<file path="config.mk">
export PLATFORM = sky130hd
export DESIGN_NAME = mem_burst_master
export DESIGN_NICKNAME = d
export VERILOG_FILES = /design/src/rtl/mem_if_pkg.sv /design/src/rtl/line_fifo.sv /design/src/rtl/mem_burst_master.sv
export SDC_FILE = /design/constraint.sdc
export NUM_CORES = 1
export LEC_CHECK = 0
export ABC_CLOCK_PERIOD_IN_PS = 8450
export CORE_MARGIN = 8
export CORE_UTILIZATION = 51
export DETAILED_ROUTE_END_ITERATION = 7
export PLACE_DENSITY = 0.8
export SETUP_SLACK_MARGIN = 0.3
export SLEW_MARGIN = 20
export SYNTH_ARGS = -nofsm -noshare
export SYNTH_HDL_FRONTEND = slang
export SYNTH_SLANG_ARGS = --single-unit
</file>
<file path="constraint.sdc">
create_clock -name clk -period 8.45 [get_ports clk]
set_input_delay 1.69 -clock clk [delete_from_list [all_inputs] [get_ports clk]]
set_output_delay 1.69 -clock clk [all_outputs]
set_load 0.005 [all_outputs]
</file>
<file path="src/rtl/mem_if_pkg.sv">
// ============================================================================
// mem_if_pkg
// Shared types for the banked-memory initiator.
//   line_t    : one 16-byte memory line (128 bits)
//   mstate_e  : burst master FSM states
//   RDWR_*    : encoding of the read/write select on request and interface
// ============================================================================
package mem_if_pkg;

    typedef logic [7:0][15:0] line_t;

    typedef enum logic [1:0] {
        IDLE,
        RD,
        WR,
        DRAIN
    } mstate_e;

    localparam logic RDWR_READ  = 1'b0;
    localparam logic RDWR_WRITE = 1'b1;

endpackage

</file>
<file path="src/rtl/line_fifo.sv">
// ============================================================================
// line_fifo
// Small synchronous FIFO of memory lines, used as the read-return buffer.
// Ports:
//   clk, rst      clock, asynchronous active-high reset (empties the FIFO)
//   push, wdata   write one line (caller guarantees not full)
//   pop           remove head line (caller guarantees not empty)
//   rdata         head line, forced to 0 while empty
//   count         number of stored lines (0..DEPTH)
//   empty         count == 0
// ============================================================================
module line_fifo
    import mem_if_pkg::*;
#(
    parameter  int DEPTH = 4,
    localparam int CW    = $clog2(DEPTH + 1)
) (
    input  logic          clk,
    input  logic          rst,
    input  logic          push,
    input  line_t         wdata,
    input  logic          pop,
    output line_t         rdata,
    output logic [CW-1:0] count,
    output logic          empty
);

    localparam int PW = (DEPTH > 1) ? $clog2(DEPTH) : 1;

    line_t         mem [DEPTH];
    logic [PW-1:0] wr_ptr;
    logic [PW-1:0] rd_ptr;

    assign empty = (count == '0);
    assign rdata = empty ? '0 : mem[rd_ptr];

    // NOTE: sequential state is assigned with <= so every flop samples the
    // pre-edge values of its inputs, independent of statement order.
    always_ff @(posedge clk or posedge rst) begin
        if (rst) begin
            wr_ptr <= '0;
            rd_ptr <= '0;
            count  <= '0;
        end else begin
            if (push) begin
                wr_ptr <= (wr_ptr == PW'(DEPTH - 1)) ? '0 : wr_ptr + 1'b1;
            end
            if (pop) begin
                rd_ptr <= (rd_ptr == PW'(DEPTH - 1)) ? '0 : rd_ptr + 1'b1;
            end
            case ({push, pop})
                2'b10:   count <= count + 1'b1;
                2'b01:   count <= count - 1'b1;
                default: count <= count;
            endcase
        end
    end

    // NOTE: the storage array is deliberately not reset; pointers and count
    // define validity, and leaving it out of reset keeps it a plain RAM.
    always_ff @(posedge clk) begin
        if (push) begin
            mem[wr_ptr] <= wdata;
        end
    end

endmodule

</file>
<file path="src/rtl/mem_burst_master.sv">
// ============================================================================
// mem_burst_master
// Turns one host burst request into one line access per cycle on the banked
// memory interface. Reads return through a credit-limited FIFO on a
// valid/ready stream; writes pass straight from the wdata stream to the banks.
// Ports:
//   clk, rst                     clock, asynchronous active-high reset
//   req_valid/ready/rdwr/addr/len/control   burst request (ready only in IDLE)
//   wdata_valid/ready, wdata     write line stream
//   rdata_valid/ready, rdata     read line stream
//   done                         one-cycle pulse when a burst completes
//   interface_en/rdwr/control/addr, din     memory access outputs
//   bank_dout                    read data, RD_LATENCY cycles after a read
// Optional build macro MEM_MASTER_PERF_EN adds perf_stall_cnt[31:0]: cycles
// spent in RD/WR without issuing, cleared on reset and on request accept.
// ============================================================================
module mem_burst_master
    import mem_if_pkg::*;
#(
    parameter int RD_LATENCY = 1,
    parameter int FIFO_DEPTH = 4,
    parameter int LEN_W      = 8
) (
    input  logic             clk,
    input  logic             rst,
    input  logic             req_valid,
    output logic             req_ready,
    input  logic             req_rdwr,
    input  logic [31:0]      req_addr,
    input  logic [LEN_W-1:0] req_len,
    input  logic [4:0]       req_control,
    input  logic             wdata_valid,
    output logic             wdata_ready,
    input  line_t            wdata,
    output logic             rdata_valid,
    input  logic             rdata_ready,
    output line_t            rdata,
    output logic             done,
    output logic             interface_en,
    output logic             interface_rdwr,
    output logic [4:0]       interface_control,
    output logic [31:0]      interface_addr,
    output line_t            din,
    input  line_t            bank_dout
`ifdef MEM_MASTER_PERF_EN
    ,
    output logic [31:0]      perf_stall_cnt
`endif
);

    localparam int CW = $clog2(FIFO_DEPTH + 1);
    localparam int OW = $clog2(RD_LATENCY + 1);

    mstate_e               state;
    logic                  ready_q;
    logic                  done_q;
    logic [LEN_W-1:0]      remaining_q;
    logic [31:0]           next_addr_q;
    logic [31:0]           last_addr_q;
    logic [4:0]            ctrl_q;
    line_t                 din_q;
    logic [RD_LATENCY-1:0] vpipe;
    logic [OW-1:0]         outstanding_q;

    logic [CW-1:0] fifo_count;
    logic          fifo_empty;
    logic          credit_ok;
    logic          issue_rd;
    logic          issue_wr;
    logic          issue;
    logic          push;
    logic          pop;
    logic          drain_done;

    // A read may issue only if its data is guaranteed a FIFO slot: lines in
    // flight plus lines already buffered must stay below the FIFO depth.
    assign credit_ok  = (int'(outstanding_q) + int'(fifo_count)) < FIFO_DEPTH;
    assign issue_rd   = (state == RD) && credit_ok;
    assign issue_wr   = (state == WR) && wdata_valid;
    assign issue      = issue_rd || issue_wr;
    assign push       = vpipe[RD_LATENCY-1];
    assign pop        = rdata_valid && rdata_ready;
    assign drain_done = (outstanding_q == '0) &&
                        ((fifo_count == '0) || ((fifo_count == CW'(1)) && pop));

    // Write path is a zero-latency pass-through; address and data hold their
    // last driven values on idle cycles.
    assign interface_en      = issue;
    assign interface_rdwr    = issue_wr;
    assign interface_addr    = issue ? next_addr_q : last_addr_q;
    assign din               = issue_wr ? wdata : din_q;
    assign interface_control = ctrl_q;
    assign wdata_ready       = (state == WR);
    assign rdata_valid       = !fifo_empty;
    assign req_ready         = ready_q;
    assign done              = done_q;

    line_fifo #(
        .DEPTH(FIFO_DEPTH)
    ) u_rd_fifo (
        .clk  (clk),
        .rst  (rst),
        .push (push),
        .wdata(bank_dout),
        .pop  (pop),
        .rdata(rdata),
        .count(fifo_count),
        .empty(fifo_empty)
    );

    // Burst FSM. ready_q is registered and held low in the done cycle, so
    // done and req_ready are never high together.
    always_ff @(posedge clk or posedge rst) begin
        if (rst) begin
            state       <= IDLE;
            ready_q     <= 1'b0;
            done_q      <= 1'b0;
            remaining_q <= '0;
            next_addr_q <= '0;
            ctrl_q      <= '0;
        end else begin
            done_q  <= 1'b0;
            ready_q <= 1'b0;
            case (state)
                IDLE: begin
                    if (req_valid && ready_q) begin
                        next_addr_q <= req_addr;
                        remaining_q <= req_len;
                        ctrl_q      <= req_control;
                        if (req_len == '0) begin
                            done_q <= 1'b1;
                        end else if (req_rdwr == RDWR_WRITE) begin
                            state <= WR;
                        end else begin
                            state <= RD;
                        end
                    end else begin
                        ready_q <= 1'b1;
                    end
                end
                RD: begin
                    if (issue_rd) begin
                        next_addr_q <= next_addr_q + 32'd1;
                        remaining_q <= remaining_q - 1'b1;
                        if (remaining_q == LEN_W'(1)) begin
                            state <= DRAIN;
                        end
                    end
                end
                WR: begin
                    if (issue_wr) begin
                        next_addr_q <= next_addr_q + 32'd1;
                        remaining_q <= remaining_q - 1'b1;
                        if (remaining_q == LEN_W'(1)) begin
                            state  <= IDLE;
                            done_q <= 1'b1;
                        end
                    end
                end
                DRAIN: begin
                    if (drain_done) begin
                        state  <= IDLE;
                        done_q <= 1'b1;
                    end
                end
                default: state <= IDLE;
            endcase
        end
    end

    // Read-valid pipe tracks each issued read until its data is on bank_dout;
    // outstanding_q is the number of ones in that pipe.
    always_ff @(posedge clk or posedge rst) begin
        if (rst) begin
            vpipe         <= '0;
            outstanding_q <= '0;
            last_addr_q   <= '0;
            din_q         <= '0;
        end else begin
            vpipe[0] <= issue_rd;
            for (int k = 1; k < RD_LATENCY; k++) begin
                vpipe[k] <= vpipe[k-1];
            end
            case ({issue_rd, push})
                2'b10:   outstanding_q <= outstanding_q + 1'b1;
                2'b01:   outstanding_q <= outstanding_q - 1'b1;
                default: outstanding_q <= outstanding_q;
            endcase
            if (issue) begin
                last_addr_q <= next_addr_q;
            end
            if (issue_wr) begin
                din_q <= wdata;
            end
        end
    end

`ifdef MEM_MASTER_PERF_EN
    logic [31:0] perf_q;

    assign perf_stall_cnt = perf_q;

    always_ff @(posedge clk or posedge rst) begin
        if (rst) begin
            perf_q <= '0;
        end else if (req_valid && ready_q) begin
            perf_q <= '0;
        end else if (((state == RD) || (state == WR)) && !issue &&
                     (perf_q != 32'hFFFF_FFFF)) begin
            perf_q <= perf_q + 32'd1;
        end
    end
`endif

endmodule
</file>
Yosys cells after proc, flatten, opt, wreduce, memory -nomap -nowiden
Memory sizes are Yosys's and may differ from the RTL's.
Index checks and enable logic that the tools add are counted.
{ "word_totals": {"out_inout_bits": 299, "in_bits": 307, "n_memories": 1, "reg_bits": 218, "ramBits": 512, "wordCells": 102} }
{ "memory_table": {"columns": ["name", "words", "width", "rd", "rd_clocked_by_memory_dff", "wr", "line", "text"], "rows": [
  ["u_rd_fifo.mem", 4, 128, 1, 0, 1, "line_fifo.sv:30", "line_t mem [DEPTH];"]
]} }
{ "op_classes": {"order_cmp": 1, "bitwise_logic": 1, "add_sub_neg": 9, "n_eq_ne": 18, "n_mux": 34, "reduce_logical": 18} }
{ "ops": {"columns": ["cell", "count"], "rows": [
  ["$mux W128", 2],
  ["$mux W32", 4],
  ["$pmux W32 S3", 1],
  ["$add A32 B1 Y32 const B", 1],
  ["$mux W8", 3],
  ["$pmux W8 S3", 1],
  ["$mux W2", 10],
  ["$eq A2 B2 Y1 const B", 6],
  ["$mux W1", 9],
  ["$eq A8 B1 Y1 const B", 1],
  ["$logic_not A8 Y1", 1],
  ["$ne A2 B2 Y1 const B", 4],
  ["$pmux W2 S4", 1],
  ["$sub A8 B1 Y8 const B", 1],
  ["$reduce_and A7 Y1", 1],
  ["$eq A2 B1 Y1 const B", 3],
  ["$logic_and A1 B1 Y1", 6],
  ["$ne A2 B1 Y1 const B", 3],
  ["$pmux W3 S2", 1],
  ["$add A1 B3 Y4", 1],
  ["$add A2 B1 Y2 const B", 2],
  ["$lt A4 B3 Y1 const B", 1],
  ["$reduce_and A4 Y1", 1],
  ["$reduce_bool A2 Y1", 2],
  ["other kinds (14)", 15]
]} }

Longest topological paths before layout
{ "logic_depth": {"depth_word": 8, "mapped_depth": 9, "mapped_depth_nobuf": 9} }

Modules after synthesis
A second synthesis with hierarchy kept.
{ "hier_totals": {"cells_unflattened": 1560, "area_unflattened_um2": 28877.7} }
{ "modules_own_cells": {"columns": ["module", "instances", "seq_area_each_um2", "cells_per_inst", "area_each_um2"], "rows": [
  ["line_fifo", 1, 15549.9, 848, 19747.7],
  ["mem_burst_master", 1, 5280.1, 712, 9130.0]
]} }

Least setup slack after synthesis
OpenSTA, ideal clock, no wires.
{ "synth_timing": {"path_type": "input -> output", "startpoint": "in wdata_valid", "endpoint": "out din[100] in the netlist's numbering", "t_arrival_ps": 2778, "t_required_ps": 6760, "n_path_buf": 2, "path_stages": 4, "slack_ps": 3982, "path_cell_list": "nand2_1 > clkbuf_1 > clkbuf_1 > mux2_2"} }
{ "synth_lines": {"columns": ["item", "line", "text"], "rows": [
  ["from (decl)", "mem_burst_master.sv:32", "input logic wdata_valid,"],
  ["to (decl)", "mem_burst_master.sv:43", "output line_t din,"]
]} }

==> flow_summary.yaml <==
status:
  status: "finished clean"
logic_synthesis:
  syn_inst: 1565
  syn-mean-instance-area_um2: 18.4
  synth_seq_cells: 730
  synth-seq-area-share_pct: 72.2
  ys_top_cells_by_area: "edfxtp_1 53%, dfrtp_1 19%, mux4_2 10%"
  ys_types: 65
  netlist_area_mm2: 0.0289
  synth_edf_count: 512
  synth_fp_nets: 1889
  synthFlopType: "edfxtp_1"
  yosys.area.top_type: "edfxtp_1"
  synth_top_area_share_pct: 53.3
  yosysWarningCount: 0
  synthArstFlopShare_pct: 29.9
timing:
  rsz0062_at_grt: "no"
  timing.final.ws_setup_ns: 2.84
  worstMarginPinSlew_ns: 1.11
  whs_ns: 0.493
  fin_crit_sh_pct: 66.4
  setup_violations: 0
  report.final.slew_viol_count: 0
  tns_ns: 0
  hold_violations: 0
  worst_clock_skew_ns: 0.0419
  period_minus_slack_ns: 5.61
  max_slew_margin_pct: 26.3
  fmax_mhz: 178
place:
  gp_congestion: 1.01
  pre_cts_ws_ns: 2.92
  dp_hpwl_mm: 54.9
  dpl.cell_count: 2853
  numPortBuffers: 605
critical_path:
  path_buf_inv: 3
  r2r_slack_ns: 5.10
  cp_data_required_time_ns: 6.76
  crit_type: "input port to output port"
  path_max_fanout: 129
  cp-start-kind: "input port"
  reg2reg_to: "next_addr_q[28]"
  r2r_start: "state[0]"
  critPathMaxStageDelay_ns: 0.56
  cpLargestDelayFamily: "buffers and inverters"
  cp_common_cell: "clkdlybuf4s50_1"
  critPathSlowestCell: "clkdlybuf4s50_1"
  cp.depth: 5
  cp-end-kind: "output port"
  reg2regPathDepth: 7
  arrival_ns: 3.92
  path_cells: "clkdlybuf4s50_1 -> nand2_4 -> buf_12 -> mux2_2 -> clkdlybuf4s50_1"
  critPathLaunch: "wdata_valid"
  crit_end: "din[112]"
floorplanning:
  core-area_mm2: 0.0562
  dieArea_mm2: 0.0645
  dieHeight_um: 254
  die_x_um: 254
  initial_core_util_pct: 51.4
  num_io_pins: 606
  rows: 87
clock_network:
  cts_resized: 0
  numCtsBuffers: 76
  insertion_delay_ns: 0.62
  cts_buffer_depth: 3
  h-tree-depth: 3
  cts-hold-fix-buffers: 0
  root_buffer: "clkbuf_16"
  cts.sinks: 730
  tritoncts: "done"
  path_clk_slew_ns: 0.06
  post_cts_buffers: 0
grt:
  grt_pass1_vias: 17810
  grtUsageTotal_pct: 24.4
  overflow: 0
  antenna_found_initial: 25
  grt_max_degree: 147
  grt_pass1_wl_mm: 117
detailed_routing:
  drcViolationCount: 0
  drtIter0Drc: 1108
  routed_wl_mm: 80.5
  num_vias: 16916
  drtAntennaViolNets: 0
  first_pass_iters: 4
  avgRoutedWirePerCell_um: 26.7
  viasPerCell: 5.62
pwr:
  p_leak_nw: 13.5
  vdd_drop_max_mv: 0.275
  power.density_mw_per_mm2: 369
final_layout:
  most-common-layout-cells: "605 x clkdlybuf4s50_1, 512 x edfxtp_1, 216 x dfrtp_1"
  final_util_pct: 68.0
  nFillCells: 3714
  drive_above_1_share_pct: 20.4
  syn2layout_area_growth_pct: 32.4
  nNetsFinal: 2500
  mostFrequentLayoutCell: "clkdlybuf4s50_1"
  final_cell_count_no_fill: 3012
run:
  drv_cap: 0
min_path:
  hold_path.class: "flip-flop to flip-flop"
  holdPathStages: 1
==> through the flow <==
stage,area (µm²),power (W)
global placement,35600,0.0107
finish,38200,0.0141
detailed placement,35600,0.0109
floorplan,28900,0.00782
CTS,38100,0.0143
global route,38200,0.0147
==> synthesized netlist by cell type, drive strengths merged (2+ instances only) <==
library cell  instances
a21oi                39
and4                  7
nand2                42
clkbuf               47
a211oi                2
o221a                 4
a21o                  2
edfxtp              512
ha                   17
buf                  42
nand3                18
o21a                  4
inv                  19
nand2b                4
o211ai                2
xnor2                 4
o22ai                19
or2b                  2
nor2                 18
nand4                15
mux2                166
and3                  6
nor4                  7
mux2i                 2
o22a                  5
dfrtp               218
o31a                  2
a31o                  2
and2                135
mux4                128
a2bb2oi              11
nor3                 16
a311oi                4
a31oi                 7
a21boi                2
o21ai                18
or2                   3
==> worst min path at each step <==
stage,from,to,slack [ns]
2_1_floorplan,remaining_q[6],remaining_q[6],0.47
3_3_place_gp,last_addr_q[18],last_addr_q[18],0.47
3_5_place_dp,din_q[3],din_q[3],0.48
4_1_cts,din_q[27],din_q[27],0.49
5_1_grt,din_q[61],din_q[61],0.50
6_report,din_q[27],din_q[27],0.49
==> per-layer routing <==
layer  vias up  GRT usage, %  wire (µm)
met4        18          9.25       3020
met2       685          40.7      40800
met3       162          8.39       7180
met1      8703          29.4      29300
li1       7348             -          -
met5         -             0        116
==> worst reg2reg max path: cells and delay by family (launching register included) <==
family          cells  cell delay, ns
flops               1            0.42
fa+ha+maj           1            0.40
compound gates      2            0.48
simple gates        3            1.88
buf+inv             1            0.10
==> report_power, final <==
part	total, W	leakage, nW	switching (W)	internal [W]
clock network	0.00334	1.22	0.00141	0.00193
registers	0.00508	7.20	0.000455	0.00462
logic	0.00569	5.06	0.00247	0.00322
total	0.0141	13.5	0.00434	0.00977
==> flip-flops by register name, summed over array words and instances, names as in the netlist <==
name,cells
u_rd_fifo.count,3
req_ready,1
remaining_q,8
outstanding_q,1
din_q,128
u_rd_fifo.mem,512
next_addr_q,32
interface_control,5
last_addr_q,32
done,1
u_rd_fifo.wr_ptr,2
state,2
u_rd_fifo.rd_ptr,2
push,1
==> cell families after synthesis <==
logic type | count (synthesis) | synth area share [%]
AO/OA/AOI/OAI | 130 | 3.03
XOR/XNOR | 5 | 0.152
adder cells (fa/ha/maj) | 17 | 0.737
buffers and inverters | 108 | 1.73
flip-flops | 730 | 72.2
multiplexers | 296 | 16.5
AND/OR/NAND/NOR | 279 | 5.63
==> final cells by class <==
cell class	instances	area [µm²]	area share (%)
Antenna cell	20	50.0	0.131
Clock buffer	95	2000	5.24
Clock inverter	43	512	1.34
Inverter	19	83.8	0.219
Multi-Input combinational cell	727	7560	19.8
Sequential cell	730	20800	54.5
Tap cell	756	946	2.48
Timing Repair Buffer	622	6230	16.3
Note: power is estimated with default switching activity, not from simulation.
